===== src/rtl/multicycle_ctrl.sv =====
// multicycle_ctrl: control FSM for the multicycle MIPS datapath (gen 2).
// Sequences fetch/decode/execute/mem/writeback and decodes every datapath
// select/enable from the current state plus op/funct/zero/neg/mem_ready.
// Ports:
//   clk, reset (async, active low)
//   op, funct           instruction fields held in the IR
//   zero, neg           ALU flags for branch resolution
//   mem_ready           memory completes the access this cycle
//   pcen, irwrite, memwrite[1:0], regwrite   write strobes
//   dtype, iord, memtoreg, regdst, alusrca, alusrcb[2:0], pcsrc[1:0],
//   alucontrol[3:0], ltype[1:0]              datapath selects
//   state[4:0]          current state (debug)
//   illegal, bus_err    trap cause flags
module multicycle_ctrl #(
  parameter int XLEN     = 64,
  parameter int MEM_WAIT = 1,
  parameter int TIMEOUT  = 15
) (
  input  logic       clk,
  input  logic       reset,
  input  logic [5:0] op,
  input  logic [5:0] funct,
  input  logic       zero,
  input  logic       neg,
  input  logic       mem_ready,
  output logic       pcen,
  output logic       irwrite,
  output logic [1:0] memwrite,
  output logic       regwrite,
  output logic       dtype,
  output logic       iord,
  output logic       memtoreg,
  output logic       regdst,
  output logic       alusrca,
  output logic [2:0] alusrcb,
  output logic [1:0] pcsrc,
  output logic [3:0] alucontrol,
  output logic [1:0] ltype,
  output logic [4:0] state,
  output logic       illegal,
  output logic       bus_err
);
  typedef enum logic [4:0] {
    S_FETCH = 5'd0,  S_DECODE = 5'd1, S_MEMADR = 5'd2, S_MEMRD = 5'd3,
    S_MEMWB = 5'd4,  S_MEMWR  = 5'd5, S_RTEX   = 5'd6, S_RTWB  = 5'd7,
    S_BREX  = 5'd8,  S_IMMEX  = 5'd9, S_IMMWB  = 5'd10, S_JEX  = 5'd11,
    S_TRAP  = 5'd31
  } state_t;

  localparam logic [5:0] OP_R = 6'h00, OP_J = 6'h02, OP_BEQ = 6'h04, OP_BNE = 6'h05,
                         OP_BLEZ = 6'h06, OP_BGTZ = 6'h07, OP_ADDI = 6'h08,
                         OP_SLTI = 6'h0A, OP_ANDI = 6'h0C, OP_ORI = 6'h0D,
                         OP_LB = 6'h20, OP_LW = 6'h23, OP_LBU = 6'h24,
                         OP_SW = 6'h2B, OP_LD = 6'h37, OP_SD = 6'h3F;
  localparam logic [3:0] ALU_ADD = 4'b0010, ALU_SUB = 4'b0110, ALU_AND = 4'b0000,
                         ALU_OR = 4'b0001, ALU_SLT = 4'b0111;
  localparam logic       DW_OK = (XLEN == 64);
  localparam logic [3:0] TO    = 4'(TIMEOUT);

  state_t     state_q, state_d;
  logic [3:0] cnt_q, cnt_d;
  logic       illegal_q, illegal_d, bus_err_q, bus_err_d;
  logic       pcen_c, irwrite_c, regwrite_c;
  logic [1:0] memwrite_c;
  logic       rdy, is_dw, is_store;

  assign rdy      = (MEM_WAIT != 0) ? mem_ready : 1'b1;
  assign is_dw    = DW_OK && (op == OP_LD || op == OP_SD);
  assign is_store = (op == OP_SW) || (op == OP_SD);

  always_ff @(posedge clk or negedge reset) begin
    if (!reset) begin
      state_q   <= S_FETCH;
      cnt_q     <= 4'd0;
      illegal_q <= 1'b0;
      bus_err_q <= 1'b0;
    end else begin
      state_q   <= state_d;
      cnt_q     <= cnt_d;
      illegal_q <= illegal_d;
      bus_err_q <= bus_err_d;
    end
  end

  always_comb begin
    state_d    = state_q;
    cnt_d      = 4'd0;
    illegal_d  = illegal_q;
    bus_err_d  = bus_err_q;
    pcen_c     = 1'b0;
    irwrite_c  = 1'b0;
    memwrite_c = 2'b00;
    regwrite_c = 1'b0;
    dtype      = 1'b0;
    iord       = 1'b0;
    memtoreg   = 1'b0;
    regdst     = 1'b0;
    alusrca    = 1'b0;
    alusrcb    = 3'b000;
    pcsrc      = 2'b00;
    alucontrol = ALU_ADD;
    ltype      = 2'b00;
    case (state_q)
      S_FETCH: begin
        alusrcb   = 3'b001;
        irwrite_c = rdy;
        pcen_c    = rdy;
        if (rdy) state_d = S_DECODE;
      end
      S_DECODE: begin
        alusrcb = 3'b011;
        case (op)
          OP_LW, OP_SW, OP_LB, OP_LBU:     state_d = S_MEMADR;
          OP_LD, OP_SD: if (DW_OK)         state_d = S_MEMADR;
                        else begin         state_d = S_TRAP; illegal_d = 1'b1; end
          OP_R:                            state_d = S_RTEX;
          OP_BEQ, OP_BNE, OP_BLEZ, OP_BGTZ: state_d = S_BREX;
          OP_ADDI, OP_ANDI, OP_ORI, OP_SLTI: state_d = S_IMMEX;
          OP_J:                            state_d = S_JEX;
          default: begin                   state_d = S_TRAP; illegal_d = 1'b1; end
        endcase
      end
      S_MEMADR: begin
        alusrca = 1'b1;
        alusrcb = 3'b010;
        dtype   = is_dw;
        state_d = is_store ? S_MEMWR : S_MEMRD;
      end
      S_MEMRD: begin
        iord  = 1'b1;
        dtype = is_dw;
        if (rdy) state_d = S_MEMWB;
      end
      S_MEMWB: begin
        regwrite_c = 1'b1;
        memtoreg   = 1'b1;
        dtype      = is_dw;
        ltype      = (op == OP_LB) ? 2'b01 : (op == OP_LBU) ? 2'b10 : 2'b00;
        state_d    = S_FETCH;
      end
      S_MEMWR: begin
        iord       = 1'b1;
        dtype      = is_dw;
        memwrite_c = is_dw ? 2'b10 : 2'b01;
        if (rdy) state_d = S_FETCH;
      end
      S_RTEX: begin
        alusrca = 1'b1;
        state_d = S_RTWB;
        case (funct)
          6'h20: alucontrol = ALU_ADD;
          6'h22: alucontrol = ALU_SUB;
          6'h24: alucontrol = ALU_AND;
          6'h25: alucontrol = ALU_OR;
          6'h2A: alucontrol = ALU_SLT;
          default: begin state_d = S_TRAP; illegal_d = 1'b1; end
        endcase
      end
      S_RTWB: begin
        regwrite_c = 1'b1;
        regdst     = 1'b1;
        state_d    = S_FETCH;
      end
      S_BREX: begin
        alusrca    = 1'b1;
        alucontrol = ALU_SUB;
        pcsrc      = 2'b01;
        pcen_c     = (op == OP_BEQ  &&  zero) ||
                     (op == OP_BNE  && !zero) ||
                     (op == OP_BLEZ && (zero || neg)) ||
                     (op == OP_BGTZ && !zero && !neg);
        state_d    = S_FETCH;
      end
      S_IMMEX: begin
        alusrca = 1'b1;
        case (op)
          OP_ANDI: begin alusrcb = 3'b100; alucontrol = ALU_AND; end
          OP_ORI:  begin alusrcb = 3'b100; alucontrol = ALU_OR;  end
          OP_SLTI: begin alusrcb = 3'b010; alucontrol = ALU_SLT; end
          default: begin alusrcb = 3'b010; alucontrol = ALU_ADD; end
        endcase
        state_d = S_IMMWB;
      end
      S_IMMWB: begin
        regwrite_c = 1'b1;
        state_d    = S_FETCH;
      end
      S_JEX: begin
        pcsrc   = 2'b10;
        pcen_c  = 1'b1;
        state_d = S_FETCH;
      end
      default: state_d = S_TRAP;  // TRAP is sticky until reset
    endcase

    // Memory wait states: the counter runs only while stalled in the same
    // state; when the next stalled cycle would reach TIMEOUT the access is
    // abandoned. A mem_ready on that cycle has already advanced state_d.
    if ((state_q == S_FETCH || state_q == S_MEMRD || state_q == S_MEMWR) && !rdy) begin
      if (cnt_q + 4'd1 == TO) begin
        state_d    = S_TRAP;
        bus_err_d  = 1'b1;
      end else begin
        cnt_d = cnt_q + 4'd1;
      end
    end
  end

  // Strobes are qualified by reset so an asserted reset kills them in the
  // same cycle, not at the next clock edge.
  assign pcen     = pcen_c & reset;
  assign irwrite  = irwrite_c & reset;
  assign memwrite = memwrite_c & {2{reset}};
  assign regwrite = regwrite_c & reset;
  assign state    = state_q;
  assign illegal  = illegal_q;
  assign bus_err  = bus_err_q;
endmodule

===== config.mk =====
export PLATFORM = sky130hd
export DESIGN_NAME = multicycle_ctrl
export DESIGN_NICKNAME = d
export VERILOG_FILES = /design/src/rtl/multicycle_ctrl.sv
export SDC_FILE = /design/constraint.sdc
export NUM_CORES = 1
export LEC_CHECK = 0
export ABC_CLOCK_PERIOD_IN_PS = 1900
export BUFFER_PORTS_ARGS = -buffer_cell sky130_fd_sc_hd__buf_2
export CAP_MARGIN = 5
export CORE_MARGIN = 4
export CORE_UTILIZATION = 49
export CTS_CLUSTER_DIAMETER = 30
export CTS_CLUSTER_SIZE = 30
export DETAILED_ROUTE_END_ITERATION = 12
export GPL_TIMING_DRIVEN = 0
export PLACE_DENSITY = 0.8
export SETUP_SLACK_MARGIN = 0.1
export SLEW_MARGIN = 40
export SYNTH_ARGS = -nofsm -noshare
export SYNTH_HDL_FRONTEND = slang
export SYNTH_SLANG_ARGS = --single-unit

===== constraint.sdc =====
create_clock -name clk -period 1.9 [get_ports clk]
set_input_delay 0.285 -clock clk [delete_from_list [all_inputs] [get_ports clk]]
set_output_delay 0.285 -clock clk [all_outputs]
set_load 0.02 [all_outputs]

Yosys cells after proc, flatten, opt, wreduce, memory -nomap -nowiden --
Cells that the tools add are included.
Cells by class: $add $sub $neg 1, equality and inequality tests 34, muxes and demuxes 33, bitwise logic cells 4, reductions and logical operators 33
Operator list (count):
- $eq 6x6->1 const B | 11
- $pmux 5 s8 | 1
- $mux 5 | 6
- $pmux 5 s5 | 1
- $eq 6x3->1 const B | 4
- $eq 6x4->1 const B | 4
- $pmux 3 s4 | 2
- $eq 5x3->1 const B | 4
- $eq 5x4->1 const B | 4
- $pmux 3 s3 | 2
- $reduce_or 16->1 | 1
- $reduce_or 4->1 | 4
- $eq 5x2->1 const B | 2
- $mux 2 | 5
- $reduce_or 5->1 | 2
- $mux 1 | 9
- $logic_or 1x1->1 | 8
- $mux 4 | 2
- $eq 6x2->1 const B | 1
- $logic_and 1x1->1 | 6
- $logic_not 6->1 | 1
- $mux 3 | 2
- $reduce_or 6->1 | 1
- $eq 5x1->1 const B | 1
- other kinds (15) | 21
Word-level totals: register bits after elaboration 11, bits of input ports 17, output and inout bits 28, word-level logic and storage cells 109

Depth between registers and ports, before layout --
Gate-level depths: netlist of the first run.
word-level depth 7, gate-level depth with buffers 7, mapped depth without buffers 7

Least setup slack after synthesis of the first run --
OpenSTA, ideal clock, no wires.
path kind reg-to-output, start point reg state_q[1] (netlist: state[1]), end point out ltype[0], arrival 2.122 ns, data required time 1.615 ns, setup slack -0.507 ns, stages on the path, launching flop included 6, buffers on the path 2, cells stage by stage dfrtp_1 buf_6 clkbuf_1 nor4_1 nand3_1 nor2_1
Between the ends: word-level cells in the longest chain between the ends 2
Ends and longest elaborated chain:
- start, declared | line 60 | state_t state_q, state_d;
- start signal, assigned | line 78 | state_q <= state_d;
- $eq 5x3->1 | line 103 | case (state_q)
- $mux 2 | line 103
- end, declared | line 38 | output logic [1:0] ltype,
No other way between the ends.

Final worst setup path of the first run --
start point reg state_q[4] (netlist: state[4]), end point out alucontrol[0]
Between the ends: word-level cells in the longest chain between the ends 2, elaborated cells on any way between the ends 4, classes of those cells eq/ne (3); mux (1)
Ends and longest elaborated chain:
- $eq 5x4->1 / $eq 5x3->1 (equally long branches) | line 103
- $pmux 3 s3 * | line 103
- end, declared | line 37 | output logic [3:0] alucontrol,
Mark *: on every way between the ends. The rest lies on a longest branch, timed or not.

==> summary.md, run 1 <==
| Metric | Value |
|---|---|
| Status | complete, but fails checks |
| Violated checks | negative setup slack |
| RSZ-0062 raised after global routing | true |
| Via/cell ratio | 7.35 |
| Final setup vio count | 21 |
| Yosys warning count | 0 |
| Num CTS Buffers | 3 |
| Register area share after synthesis | 0.228 |
| CP cell instances | buf_8 > or4b_4 > nor3b_4 > nand2_2 > o21ai_2 > buf_6 |
| Crit share post-route | 1.23 |
| Largest net degree at the start of global routing | 12 |
| Setup Crit Path Kind | flop to output port |
| Clock latency on the worst-skew pair | 0.29 ns |
| Worst setup path start | state[4] |
| Worst EP required | 1.62 ns |
| Die area | 0.00333 mm2 |
| DRT antenna net count | 0 |
| VDD IR max | 0.000558 V |
| Crit path max-delay cell type | or4b_4 |
| Routed WL per cell | 27.6 um |
| Non-Filler Instances | 269 |
| NumNets Final | 260 |
| Vias after detailed routing | 1978 |
| Asr flop ratio synth | 1.00 |
| Fmax | 429 MHz |
| CP max FO | 5 |
| First-pass detailed-route iteration total | 6 |
| R2R cell count | 8 |
| First-pass GRT wire length | 7360 um |
| Library cells used by synthesis | 53 |
| Static leakage | 0.949 nW |
| Cell accounting for the most synthesized area | dfrtp_1 |
| Cell area power density | 232 mW/mm2 |
| Crit path max-delay family | simple AND/OR/NAND/NOR gates |
| Area delta synth->final | 84.0% |
| Input/output buffers | 40 |
| Avg Cell Area, Syn | 7.33 um2 |
| Die width | 57.7 um |
| Slew HR | 0.653 |
| HP Start | mem_ready |
| Buf+Inv Stages, Crit Path | 2 |
| Share of the synthesized area in the top cell type | 0.228 |
| CP Capture Type | output port |
| Final min period | 2.33 ns |
| Clock sink count | 11 |
| Ys flop type | dfrtp_1 |
| GRT Total Usage | 0.280 |
| Fillers | 33 |
| Hold Path Class | input pin to flop |
| WL final | 7420 um |
| Inst Count DP | 233 |
| I/O pin total | 45 |
| Synth area leaders | dfrtp_1 (23%), nor2_1 (6.5%), nand2_1 (4.7%) |
| Post-layout util | 0.977 |
| Critical Path Stages | 6 |
| Initial antenna violation count | 0 |
| Crit-path max cell delay | 0.56 ns |
| CTS Root Cell | clkbuf_4 |
| EDFF count, synth | 0 |
| CP startpoint kind | flop |
| Synth Cell Area | 0.00121 mm2 |
| Max-slew violations | 0 |
| Share of cells above drive strength 1 | 0.579 |
| Worst-case clock skew | 0.0101 ns |
| Worst Tran Pin Value | 0.516 ns |
| Htree depth | 1 |
| CTS tree | done |
| Final Hold Viols | 0 |
| Gate Count Post-Synth | 165 |
| Remaining DRCs | 0 |
| Starting Density | 0.531 |
| Reg-to-reg critical path startpoint | state[2] |
| Number of global-route vias before repair | 1590 |
| Std-Cell Rows | 17 |
| Clock Pin Slew Worst Setup and Hold Paths | 0.09 ns |
| Die height | 57.7 um |
| RD Place Congestion | 0.892 |
| Hpwl dp | 2850 um |
| CTS max path bufs | 2 |
| Yosys reg bits | 11 |
| Core area | 0.00228 mm2 |
| Max-cap violation count | 0 |
| DRT iter0 DRCs | 292 |
| Fin worst setup slack | -0.432 ns |
| Hold Path Stages | 3 |
| Critical Path AT | 2.05 ns |
| Total congestion overflow | 0 |
| Mapped Nets | 184 |
==> cell usage after synthesis (all sizes together) (2+ instances only) <==
cell and number:
nor2 21, nand2 15, dfrtp 11, a21oi 7
nand3 7, nand4 7, nor2b 7, o21ai 7
buf 6, clkbuf 6, inv 6, and3 5
nand2b 5, nor3b 5, nor3 4, xor2 4
nor4 3, a211oi 2, a21boi 2, a22o 2
a22oi 2, a31oi 2, ha 2, mux2i 2
or2 2, or3 2, or4 2
==> per-stage QoR <==
step                      TNS, ns  power (W)  area (um2)  hold slack, ns  worst slack, ns
after floorplan                 0   0.000282        1320         -0.0106           0.0313
after global placement    -0.0548   0.000314        1560           0.196          -0.0360
after detailed placement  -0.0924   0.000318        1560           0.204          -0.0476
after CTS                   -1.28   0.000492        1850           0.363           -0.289
after global routing        -5.24   0.000535        2220           0.458           -0.472
final                       -4.26   0.000516        2220           0.439           -0.432
==> cell families after synthesis <==
logic type	share of synthesized area
AND/OR/NAND/NOR	0.429
AO/OA/AOI/OAI	0.190
buffers and inverters	0.0766
flip-flops	0.228
XOR/XNOR	0.0362
adder cells (fa/ha/maj)	0.0207
multiplexers	0.0166
other	0.00310
==> layout make-up <==
class | instances | area [um2] | share of cell area
multi-input cells | 136 | 1150 | 0.519
flip-flops and latches | 11 | 282 | 0.127
clock buffers | 3 | 22.5 | 0.0101
inverters | 6 | 22.5 | 0.0101
clock inverters | 1 | 5.00 | 0.00225
plain buffers | 12 | 148 | 0.0664
repair buffers | 71 | 552 | 0.248
well taps | 28 | 35.0 | 0.0158
diodes | 1 | 2.50 | 0.00113
==> repair_timing <==
item / CTS / global route
hold buffers: 1 / 0
resized for setup: 48 / 51
setup endpoints to repair: 24 / 26
pin swaps: 12 / 28
endpoints found under the hold margin: 11 / 0
gates cloned: 0 / 1
setup buffers: 9 / 20
==> per-layer routing <==
metal,up-vias,GRT usage,routed length [um],share of wire
li1,751,-,-,-
met5,-,0,0,0
met2,255,0.476,3270,0.44
met4,0,0.103,591,0.080
met1,896,0.350,2430,0.33
met3,76,0.0535,1130,0.15
==> placed cells by master, fill, tap and decap left out, types with 3 or more instances in the layout <==
cell type   n
nor3b_1     3
dfrtp_2     5
and3_4      3
buf_6      22
buf_2      23
o21ai_2     3
buf_4      30
a21oi_1     4
xor2_1      3
inv_1       6
nand2b_1    3
o21ai_0     3
nand2_1    12
clkbuf_16   3
nand3_1     3
nand2_2     3
a21oi_2     3
dfrtp_1     6
nand4_1     7
clkbuf_1    3
clkbuf_4    3
nor2b_1     5
nor2_4      8
nor2_2      3
nor2_1     10
==> flip-flops by register name, indices dropped and copies added, names as in the netlist <==
| name | count |
|---|---|
| cnt_q | 4 |
| illegal | 1 |
| bus_err | 1 |
| state | 5 |
==> path summary, 6_finish.rpt <==
kind,end,slack [ns]
setup / recovery,alucontrol[0],-0.43
hold / removal,cnt_q[2],0.44
setup reg to reg,state[2],-0.16
hold reg to reg,bus_err,0.50
max in group asynchronous,state[1],0.94
min in group asynchronous,cnt_q[3],0.61
==> power by group <==
group          total, W  switching (W)  internal, W
combinational  0.000103      0.0000723    0.0000312
clock          0.000177      0.0000991    0.0000784
sequential     0.000235    0.000000610     0.000235
total          0.000516       0.000172     0.000344
==> worst register-to-register path, cell delays in order, from the launching register on <==
cell      delay [ns]
dfrtp_2         0.43
buf_6           0.14
buf_6           0.12
buf_6           0.12
buf_4           0.14
mux2i_2         0.33
a211oi_4        0.10
nor3_2          0.34
nand4_1         0.19
(Power assumes the default switching activity.)
==> run 2, diff against run 1 <==
--- a/config.mk
+++ b/config.mk
@@ -9,5 +9,5 @@
 export BUFFER_PORTS_ARGS = -buffer_cell sky130_fd_sc_hd__buf_2
 export CAP_MARGIN = 5
-export CORE_MARGIN = 4
+export CORE_MARGIN = 3
 export CORE_UTILIZATION = 49
 export CTS_CLUSTER_DIAMETER = 30
@@ -15,4 +15,5 @@
 export DETAILED_ROUTE_END_ITERATION = 12
 export GPL_TIMING_DRIVEN = 0
+export HOLD_SLACK_MARGIN = 0.12
 export PLACE_DENSITY = 0.8
 export SETUP_SLACK_MARGIN = 0.1
==> constraint.sdc (replaced) <==
create_clock -name clk -period 1.9 [get_ports clk]
set_input_delay 0.57 -clock clk [delete_from_list [all_inputs] [get_ports clk]]
set_output_delay 0.57 -clock clk [all_outputs]
set_load 0.02 [all_outputs]
==> run 2 against run 1 <==
  * The run now fails in global routing (5_1_grt)
  * Area after synthesis stayed put
  * Synthesized cell count stayed put
==> summary.md, run 2 <==
| Metric | Value |
|---|---|
| Die width | 55.7 um (-3.5%) |
| Yosys reg bits | 11 (unchanged) |
| Register area share after synthesis | 0.228 (unchanged) |
| Share of the synthesized area in the top cell type | 0.228 (unchanged) |
| Stop err | [ERROR DPL-0038] Utilization greater than 100%, impossible to legalize |
| Worst End Pin Type | top-level output |
| Most numerous cell in the Yosys netlist | nor2_1 |
| Avg Cell Area, Syn | 7.33 um2 (unchanged) |
| I/O pin total | 45 (unchanged) |
| Gate Count Post-Synth | 165 (unchanged) |
| Status | aborted with a tool error |
| Cell accounting for the most synthesized area | dfrtp_1 |
| Starting Density | 0.531 (unchanged) |
| CTS Root Cell | clkbuf_4 |
| Num CTS Buffers | 3 (unchanged) |
| EDFF count, synth | 0 (unchanged) |
| Mapped Nets | 184 (unchanged) |
| Die height | 55.7 um (-3.5%) |
| Library cells used by synthesis | 53 (unchanged) |
| Input/output buffers | 40 (unchanged) |
| Last stage the flow got to | global routing (5_1_grt) |
| CTS max path bufs | 2 (unchanged) |
| Asr flop ratio synth | 1.00 (unchanged) |
| Hpwl dp | 2730 um (-4.0%) |
| Yosys warning count | 0 (unchanged) |
| Largest net degree at the start of global routing | 17 |
| RD Place Congestion | 0.917 (+2.8%) |
| Std-Cell Rows | 17 (unchanged) |
| Clock sink count | 11 (unchanged) |
| Inst Count DP | 233 (unchanged) |
| Post-GRT worst EP | alucontrol[0] |
| Synth area leaders | dfrtp_1 (23%), nor2_1 (6.5%), nand2_1 (4.7%) |
| Ys flop type | dfrtp_1 |
| Synth cell count leaders | nor2_1 (21), nand2_1 (15), dfrtp_1 (11) |
| Htree depth | 1 (unchanged) |
| Synth Cell Area | 0.00121 mm2 (unchanged) |
[run 2: cell counts after synthesis]
Identical to the previous run, type by type.
[run 2: repair_timing]
| action | 4_1_cts |
|---|---|
| pin swaps | 12 |
| setup buffers | 14 |
| endpoints found under the setup margin | 30 |
| hold buffers | 0 |
| endpoints found under the hold margin | 0 |
| gates resized for setup | 67 |
[run 2: kinds of logic after synthesis]
group	count (synthesis)	synth area share
flip-flops	11	0.228
XOR/XNOR	5	0.0362
AND/OR/NAND/NOR	92	0.429
multiplexers	2	0.0166
AO/OA/AOI/OAI	34	0.190
other	1	0.00310
buffers and inverters	18	0.0766
adder cells (fa/ha/maj)	2	0.0207
[run 2: through the flow]
step	hold slack [ns]	util	worst slack [ns]	instance area (um2)
3_3_place_gp	0.448	0.725	-0.405	1650
3_5_place_dp	0.455	0.725	-0.451	1650
4_1_cts	0.188	0.904	-0.566	2060
2_1_floorplan	0.274	-	-0.252	1410
==> run 3, diff against run 2 <==
Settings changed: CORE_AREA set to 3 3 64 66, CORE_MARGIN 3 to unset, CORE_UTILIZATION 49 to unset, CTS_CLUSTER_DIAMETER 30 to unset, CTS_CLUSTER_SIZE 30 to unset, DIE_AREA set to 0 0 67 69, HOLD_SLACK_MARGIN 0.12 to unset, PLACE_DENSITY 0.8 to unset, PLACE_DENSITY_LB_ADDON set to 0.15, SETUP_SLACK_MARGIN 0.1 to unset.
==> run 3 against run 2 <==
  * The flow now finishes, with violations (negative setup slack)
==> summary.md, run 3 (synthesis gave the netlist of run 1 again) <==
| Metric | Value |
|---|---|
| Status | complete, but fails checks |
| Violated checks | negative setup slack |
| WL final | 4950 um |
| GR Layer Usage met1 | 0.266 |
| Worst-case clock skew | 0.00777 ns |
| Total congestion overflow | 0 |
| Area delta synth->final | 93.1% |
| Hpwl dp | 2990 um (+9.4%) |
| Setup TNS | -6.60 ns |
| Pre-CTS WS | -0.417 ns (+0.0340 ns) |
| Clock sink count | 11 (unchanged) |
| Reg area | 283 um2 |
| Fillers | 306 |
| First-pass detailed-route iteration total | 4 |
| Input/output buffers | 40 (unchanged) |
| VDD IR max | 0.000303 V |
| Final min period | 2.42 ns |
| Die area | 0.00462 mm2 |
| Met2 usage in global routing | 0.307 |
| Sequential Power Share | 0.422 |
| Remaining DRCs | 0 |
| Hold Path Class | input pin to async pin |
| Max reg flops | 5 |
| Setup Crit Path Kind | flop to output port |
| Clk network pwr share | 0.414 |
| DRT iter0 DRCs | 120 |
| RSZ-0062 raised after global routing | true |
| Largest net degree at the start of global routing | 17 |
| Fin worst setup slack | -0.515 ns |
| Crit path max-delay family | simple AND/OR/NAND/NOR gates |
| Fmax | 414 MHz |
| Most frequent cells in the layout | buf_4 (36), buf_6 (26), buf_2 (21) |
| CP max FO | 3 |
| Crit share post-route | 1.27 |
| CP cell instances | nand2b_4 > or4b_4 > nor3b_4 > nand2_1 > o21ai_2 > buf_6 |
| GRT Total Usage | 0.193 |
| Clock latency on the worst-skew pair | 0.24 ns |
| CP Capture Type | output port |
| Hold_buf cts | 0 (unchanged) |
| Worst EP required | 1.33 ns |
| Clock Pin Slew Worst Setup and Hold Paths | 0.05 ns |
| Vias after detailed routing | 1598 |
| CP startpoint kind | flop |
| RD Place Congestion | 0.817 (-11%) |
| Static leakage | 0.972 nW |
| Initial antenna violation count | 0 |
| Crit path max-delay cell type | or4b_4 |
| First-pass GRT wire length | 7140 um |
| Routed WL per cell | 16.8 um |
| CTS tree | done |
| Die width | 67 um (+20%) |
| NumNets Final | 266 |
| Multi-input logic area | 0.00115 mm2 |
| Max-slew violations | 0 |
| Core area | 0.00363 mm2 |
| Htree depth | 1 (unchanged) |
| I/O pin total | 45 (unchanged) |
| Int Power | 0.000416 W |
| Die height | 69 um (+24%) |
| Met3 Resource Use GR | 0.0163 |
| Share of cells above drive strength 1 | 0.593 |
| CTS Root Cell | clkbuf_8 |
| Crit-path max cell delay | 0.51 ns |
| Cell area power density | 239 mW/mm2 |
| DRT antenna net count | 0 |
| Antenna cell count | 0 |
| Via/cell ratio | 5.44 |
| CTS max path bufs | 2 (unchanged) |
| Combinational power share | 0.164 |
| Psw | 0.000142 W |
| Critical Path AT | 1.85 ns |
| Commonest non-fill, non-tap cell in the layout | buf_4 |
| Buf+Inv Stages, Crit Path | 1 |
| Cell Area, Placed | 0.00163 mm2 (-1.1%) |
| Number of global-route vias before repair | 1527 |
| Num CTS Buffers | 3 (unchanged) |
| Final setup vio count | 20 |
| Max-cap violation count | 0 |
| Final Hold Viols | 0 |
| Starting Density | 0.333 (-0.198) |
| Switching Share | 0.255 |
| Post-route cell area | 0.00233 mm2 |
| Std-Cell Rows | 22 (+5) |
| Most used routing layer | met2 |
run 3: cell type report:
class,instances,share of cell area
timing repair buffer,81,0.282
multi-input combinational,136,0.494
tap,48,0.0257
clock buffer,4,0.0193
inverter,6,0.00965
sequential,11,0.121
buffer,8,0.0483
run 3: final timing paths:
check	start	to	slack, ns	cells past startpoint
max	state[3]	alucontrol[0]	-0.52	6
min	reset	illegal	0.23	1
max reg2reg	state[3]	cnt_q[1]	0	7
min reg2reg	bus_err	bus_err	0.46	1
max in group asynchronous	reset	cnt_q[0]	1.37	1
min in group clk	bus_err	bus_err	0.46	1
run 3: stage by stage:
stage	hold WS (ns)	utilization	power (W)	std cells
floorplan	0.274	-	0.000286	165
global placement	0.449	0.449	0.000320	253
detailed placement	0.448	0.449	0.000323	253
CTS	0.241	0.552	0.000556	274
global route	0.253	0.642	0.000580	294
finish	0.235	0.642	0.000558	294
run 3: layer usage:
layer | vias up | part of all wire
li1 | 761 | -
met1 | 751 | 0.42
met2 | 70 | 0.49
met3 | 16 | 0.052
met4 | 0 | 0.036
met5 | - | 0
run 3: worst reg2reg max path, cell delays in order, from the launching register on:
cell     delay, ns
dfrtp_2       0.40
buf_4         0.13
buf_6         0.12
buf_6         0.11
or2_4         0.25
buf_4         0.15
or4_4         0.53
nor2_1        0.12
run 3: what timing repair did:
action	in CTS	in global routing
pin swaps	18	20
setup endpoints to repair	25	28
buffers inserted	19	23
resized for setup	55	39
run 3: power by group through the flow:
stage | registers [W] | logic [W] | clock network, W
2_1_floorplan | 0.000241 | 0.0000451 | 0
3_3_place_gp | 0.000240 | 0.0000806 | 0
3_5_place_dp | 0.000240 | 0.0000830 | 0
4_1_cts | 0.000236 | 0.0000855 | 0.000234
5_1_grt | 0.000236 | 0.0000993 | 0.000246
6_report | 0.000236 | 0.0000915 | 0.000231
